File: src/rtl/pci_uart_tx_gate.sv
// pci_uart_tx_gate: settles per-channel PCI/UART ready conditions and grants one channel at a time, round-robin
module pci_uart_tx_gate #(
    parameter int NUM_CH        = 4,
    parameter int STATE_W       = 3,
    parameter int LOAD_W        = 6,
    parameter int IDLE_STATE    = 0,
    parameter int LOAD_THRESH   = 0,
    parameter int SETTLE_CYCLES = 2,
    parameter int TIMEOUT       = 64,
    localparam int CH_W         = (NUM_CH > 1) ? $clog2(NUM_CH) : 1
) (
    input  logic                      clk,
    input  logic                      rst_n,
    input  logic [NUM_CH*STATE_W-1:0] state,
    input  logic [NUM_CH*LOAD_W-1:0]  workload,
    input  logic [NUM_CH-1:0]         req,
    input  logic [NUM_CH-1:0]         done,
    output logic [NUM_CH-1:0]         enable,
    output logic [CH_W-1:0]           grant_id,
    output logic                      active,
    output logic                      timeout_err
);
    localparam int CNT_W = $clog2(SETTLE_CYCLES + 1);
    localparam int TMR_W = (TIMEOUT > 0) ? $clog2(TIMEOUT + 1) : 1;

    typedef enum logic [1:0] {S_IDLE, S_GRANT, S_GAP} fsm_t;

    fsm_t              fsm_q, fsm_d;
    logic [CNT_W-1:0]  cnt_q [NUM_CH];
    logic [CNT_W-1:0]  cnt_d [NUM_CH];
    logic [NUM_CH-1:0] qual, eligible, enable_q, enable_d;
    logic [CH_W-1:0]   grant_id_q, grant_id_d, last_q, last_d, sel;
    logic [TMR_W-1:0]  timer_q, timer_d;
    logic              active_q, active_d, timeout_err_q, timeout_err_d;
    logic              hit_done, hit_abort, hit_timeout, rel;

    // Qualify each channel and advance its settle counter; the granted or just-released channel is held at zero
    always_comb begin
        for (int i = 0; i < NUM_CH; i++) begin
            qual[i] = req[i] && state[i*STATE_W +: STATE_W] == STATE_W'(IDLE_STATE)
                      && workload[i*LOAD_W +: LOAD_W] <= LOAD_W'(LOAD_THRESH);
            cnt_d[i] = (!qual[i] || (fsm_q != S_IDLE && grant_id_q == CH_W'(i))) ? '0
                     : (cnt_q[i] == CNT_W'(SETTLE_CYCLES)) ? cnt_q[i] : cnt_q[i] + 1'b1;
            eligible[i] = cnt_q[i] == CNT_W'(SETTLE_CYCLES);
        end
    end

    // First eligible channel above the previous winner, wrapping; smallest distance is assigned last and wins
    always_comb begin
        sel = last_q;
        for (int k = NUM_CH; k >= 1; k--) begin
            if (eligible[(int'(last_q) + k) % NUM_CH]) sel = CH_W'((int'(last_q) + k) % NUM_CH);
        end
    end

    assign hit_done    = done[grant_id_q];
    assign hit_abort   = !req[grant_id_q];
    assign hit_timeout = TIMEOUT != 0 && timer_q == TMR_W'(TIMEOUT - 1);
    assign rel         = hit_done || hit_abort || hit_timeout;

    // FSM state register
    always_ff @(posedge clk or negedge rst_n) begin
        if (!rst_n) fsm_q <= S_IDLE;
        else fsm_q <= fsm_d;
    end

    // Next state: arbitrate in IDLE, hold until release, then one mandatory gap cycle
    always_comb begin
        fsm_d = fsm_q;
        case (fsm_q)
            S_IDLE:  fsm_d = |eligible ? S_GRANT : S_IDLE;
            S_GRANT: fsm_d = rel ? S_GAP : S_GRANT;
            default: fsm_d = S_IDLE;
        endcase
    end

    // Outputs and grant bookkeeping; done outranks abort, which outranks timeout, so only a pure timeout flags an error
    always_comb begin
        enable_d      = '0;
        active_d      = 1'b0;
        timeout_err_d = 1'b0;
        grant_id_d    = grant_id_q;
        last_d        = last_q;
        timer_d       = timer_q;
        case (fsm_q)
            S_IDLE: begin
                if (|eligible) begin
                    enable_d   = NUM_CH'(1) << sel;
                    active_d   = 1'b1;
                    grant_id_d = sel;
                    last_d     = sel;
                    timer_d    = '0;
                end
            end
            S_GRANT: begin
                enable_d      = rel ? '0 : enable_q;
                active_d      = !rel;
                timeout_err_d = hit_timeout && !hit_done && !hit_abort;
                timer_d       = (rel || TIMEOUT == 0) ? timer_q : timer_q + 1'b1;
            end
            default: ;
        endcase
    end

    // Datapath registers; last resets to the top channel so channel 0 is searched first
    always_ff @(posedge clk or negedge rst_n) begin
        if (!rst_n) begin
            enable_q      <= '0;
            grant_id_q    <= '0;
            active_q      <= 1'b0;
            timeout_err_q <= 1'b0;
            timer_q       <= '0;
            last_q        <= CH_W'(NUM_CH - 1);
            for (int i = 0; i < NUM_CH; i++) cnt_q[i] <= '0;
        end else begin
            enable_q      <= enable_d;
            grant_id_q    <= grant_id_d;
            active_q      <= active_d;
            timeout_err_q <= timeout_err_d;
            timer_q       <= timer_d;
            last_q        <= last_d;
            for (int i = 0; i < NUM_CH; i++) cnt_q[i] <= cnt_d[i];
        end
    end

    assign enable      = enable_q;
    assign grant_id    = grant_id_q;
    assign active      = active_q;
    assign timeout_err = timeout_err_q;
endmodule
File: config.mk
export PLATFORM = sky130hd
export DESIGN_NAME = pci_uart_tx_gate
export DESIGN_NICKNAME = d
export VERILOG_FILES = /design/src/rtl/pci_uart_tx_gate.sv
export SDC_FILE = /design/constraint.sdc
export NUM_CORES = 1
export LEC_CHECK = 0
export CORE_MARGIN = 2
export CORE_UTILIZATION = 48
export DETAILED_ROUTE_END_ITERATION = 8
export HOLD_SLACK_MARGIN = 0.12
export PLACE_DENSITY = 0.85
export SETUP_SLACK_MARGIN = 0.05
export SLEW_MARGIN = 20
export SYNTH_ARGS = -nofsm -noshare
export SYNTH_HDL_FRONTEND = slang
export SYNTH_SLANG_ARGS = --single-unit
File: constraint.sdc
create_clock -name clk -period 5.9 [get_ports clk]
set_input_delay 1.77 -clock clk [delete_from_list [all_inputs] [get_ports clk]]
set_output_delay 1.77 -clock clk [all_outputs]
set_load 0.05 [all_outputs]
==> results.md <==
* Max cap viols at 0
* Critical Path AT at 1650 ps
* Synth cell count leaders: 24 x dfrtp_1, 16 x nor2_1, 9 x ha_1, 9 x nand2_1, 6 x inv_1
* Residual DRC at 0
* Pins Over Slew Limit at 0
* Core ar. at 3050 um2
* Min cycle time layout at 3420 ps
* Post-CTS setup buffers at 0
* Setup TNS at 0 ps
* CP max FO at 6
* Clock transition at path regs at 130 ps
* Netlist cell types at 48
* CTS Buf Count at 3
* Vias in the first global route at 1302
* Avg Inst Size Synth at 10.5 um2
* Initial drt markers at 34
* Fin nets at 256
* Synth Flop Type: dfrtp_1
* RSZ-0062 raised after global routing: false
* Startpoint types: flip-flop
* Ports at 54
* Gr usage total at 21.6%
* H-tree Lvls at 1
* Die Area at 3670 um2
* Hold Path Class: flip-flop to flip-flop
* Post-synthesis cell count at 147
* Logic pwr share at 13.3%
* Routed WL at 3390 um
* CP delay by family, top: buffers and inverters
* Share of cells above drive strength 1 at 9.00%
* Sw Share at 20.2%
* Clk_lat worst skew at 310 ps
* Worst Setup End Kind: primary output
* Antenna diodes at 0
* CTS resizes at 0
* Syn Nets at 202
* Reg power frac at 61.3%
* Seq/Total Area, Yosys at 42.5%
* Skew final at 10.1 ps
* Area of placed instances at 2090 um2
* Slew of the pin with the lowest slew margin at 664 ps
* Top post-synthesis cells by area: dfrtp_1 39%, ha_1 7.3%, nor2_1 3.9%, dfstp_2 3.4%, mux4_2 2.9%
* Routability cong. at 0.786
* Via count at 1346
* Layout overhead on the synthesized area at 37.7%
* PortBufs at 53
* Hold Fails Final Rpt at 0
* Asr flop ratio synth at 100%
* Remaining Overflow, GRT at 0
* Max-Slew Margin vs Limit at 55.4%
* Overall power at 0.000293 W
* P_sw at 0.0000593 W
* Outcome: finished, final reports clean
* CP Buf/Inv Count at 1
* Post-synth EDFFs at 0
* Hold WS at 493 ps
* Die Y at 60.6 um
* Final period util at 58.0%
* Max stage delay on crit path at 860 ps
* Cell Pwr Density at 139 nW/um2
* # setup viols final at 0
* Design area at 2120 um2
* Root buffer cell: clkbuf_4
* Clock share of power at 25.5%
* Initial antenna violation count at 0
* Largest net degree at the start of global routing at 27
* Die X at 60.6 um
* Fill cell count at 238
* Pint at 0.000234 W
* Antenna viol nets, final at 0
* Drt pass-1 iters at 4
* Leakage power at 0.888 nW
* Fmax at 292 MHz
* CP cell instances: clkdlybuf4s50_1
* Drt wl/cell at 13.9 um
* Clock Sinks at 26
* Synth top area share at 39.1%
* CTS tree: done
* #FFs+latches synth at 26
* Crit path required time at 4130 ps
* First-pass GRT wire length at 5870 um
* # rows at 20
* Cell area after synthesis at 1540 um2
* Initial Util at 50.3%
* Cell taking the most area after synthesis: dfrtp_1
* Synth warnings at 0
* Crit Path Class: flip-flop to primary output
* Via-to-Cell Ratio at 5.52
* Hpwl dp at 2860 um
* Hold buffers post-CTS at 0
* Slowest CP cell: clkdlybuf4s50_1
* Peak VDD IR at 0.0685 mV
* Clk buf depth at 2
* Top-count cell post-synth: dfrtp_1
state kept, by name, indices dropped and copies added (netlist names):
register     count
enable           4
last_q           2
timeout_err      1
grant_id         2
cnt_q            8
timer_q          7
fsm_q            2
power groups by stage:
stage	logic, W	clock network (W)	registers [W]
after floorplan	0.00000479	0	0.000183
final	0.0000388	0.0000746	0.000180
after detailed placement	0.0000396	0	0.000183
after CTS	0.0000397	0.0000784	0.000180
after global routing	0.0000426	0.0000871	0.000180
after global placement	0.0000390	0	0.000183
area by class of cell:
type	instances	area (um2)	share of cell area [%]
well taps	44	55.1	2.60
multi-input cells	111	833	39.4
clock buffers	4	26.3	1.24
flip-flops and latches	26	653	30.9
inverters	6	22.5	1.06
repair buffers	53	526	24.8
per-layer routing:
| layer | wire, um | vias to the layer above | part of all wire, % | GRT usage (%) |
|---|---|---|---|---|
| li1 | - | 653 | - | - |
| met1 | 1400 | 624 | 41 | 27.4 |
| met3 | 232 | 8 | 6.8 | 4.05 |
| met5 | 0 | - | 0 | 0 |
| met2 | 1690 | 61 | 50 | 37.3 |
| met4 | 74 | 0 | 2.2 | 7.14 |
worst paths after layout:
| kind | from | end | slack (ps) | depth (start not counted) |
|---|---|---|---|---|
| worst max-delay path | grant_id[0] | grant_id[0] | 2480 | 1 |
| worst min-delay path | enable[2] | enable[2] | 490 | 2 |
| worst max register to register | last_q[0] | grant_id[0] | 3870 | 5 |
| worst min register to register | enable[2] | enable[2] | 490 | 2 |
| max in group asynchronous | rst_n | last_q[0] | 4090 | 1 |
| min in group asynchronous | rst_n | timer_q[4] | 1420 | 1 |
worst reg2reg max path: cells and delay by family, from the launching register on:
family           cells  cell delay (ps)
flip-flops           1              690
multiplexers         2              880
AND/OR/NAND/NOR      2              170
XOR/XNOR             1              200
cells by family (layout without fill, tap and decap cells):
| family | after synthesis | in the layout | synth area share, % |
|---|---|---|---|
| buffers and inverters | 10 | 63 | 3.26 |
| flip-flops | 26 | 26 | 42.5 |
| AND/OR/NAND/NOR | 59 | 59 | 21.3 |
| AO/OA/AOI/OAI | 29 | 29 | 13.6 |
| adder cells (fa/ha/maj) | 9 | 9 | 7.33 |
| multiplexers | 9 | 9 | 8.71 |
| XOR/XNOR | 5 | 5 | 3.34 |
cell usage in the layout (no fill, tap or decap), types with 2 or more instances in the layout:
master            n
clkbuf_4          3
nor2_1           16
or4_1             2
nor2b_1           5
nor4b_1           4
o211ai_1          3
mux2i_1           4
mux4_2            2
o311ai_0          2
dfrtp_1          24
o21a_1            3
clkdlybuf4s50_1  52
a21oi_1           5
nand2_1           9
nor4_1            3
mux2_2            2
o2111ai_1         2
o31ai_1           2
nand3_1           5
inv_1             6
ha_1              9
o21ai_0           3
dfstp_2           2
xor2_1            4
nand2b_1          2
nor3_1            4
per-stage QoR:
| stage | utilization (%) | cells | setup WS (ps) |
|---|---|---|---|
| after global routing | 69.3 | 244 | 2400 |
| after CTS | 69.5 | 244 | 2450 |
| after floorplan | - | 147 | 2860 |
| after detailed placement | 68.6 | 240 | 2370 |
| after global placement | 68.6 | 240 | 2400 |
| final | 69.3 | 244 | 2480 |
Power figures use the tool's default switching activity.
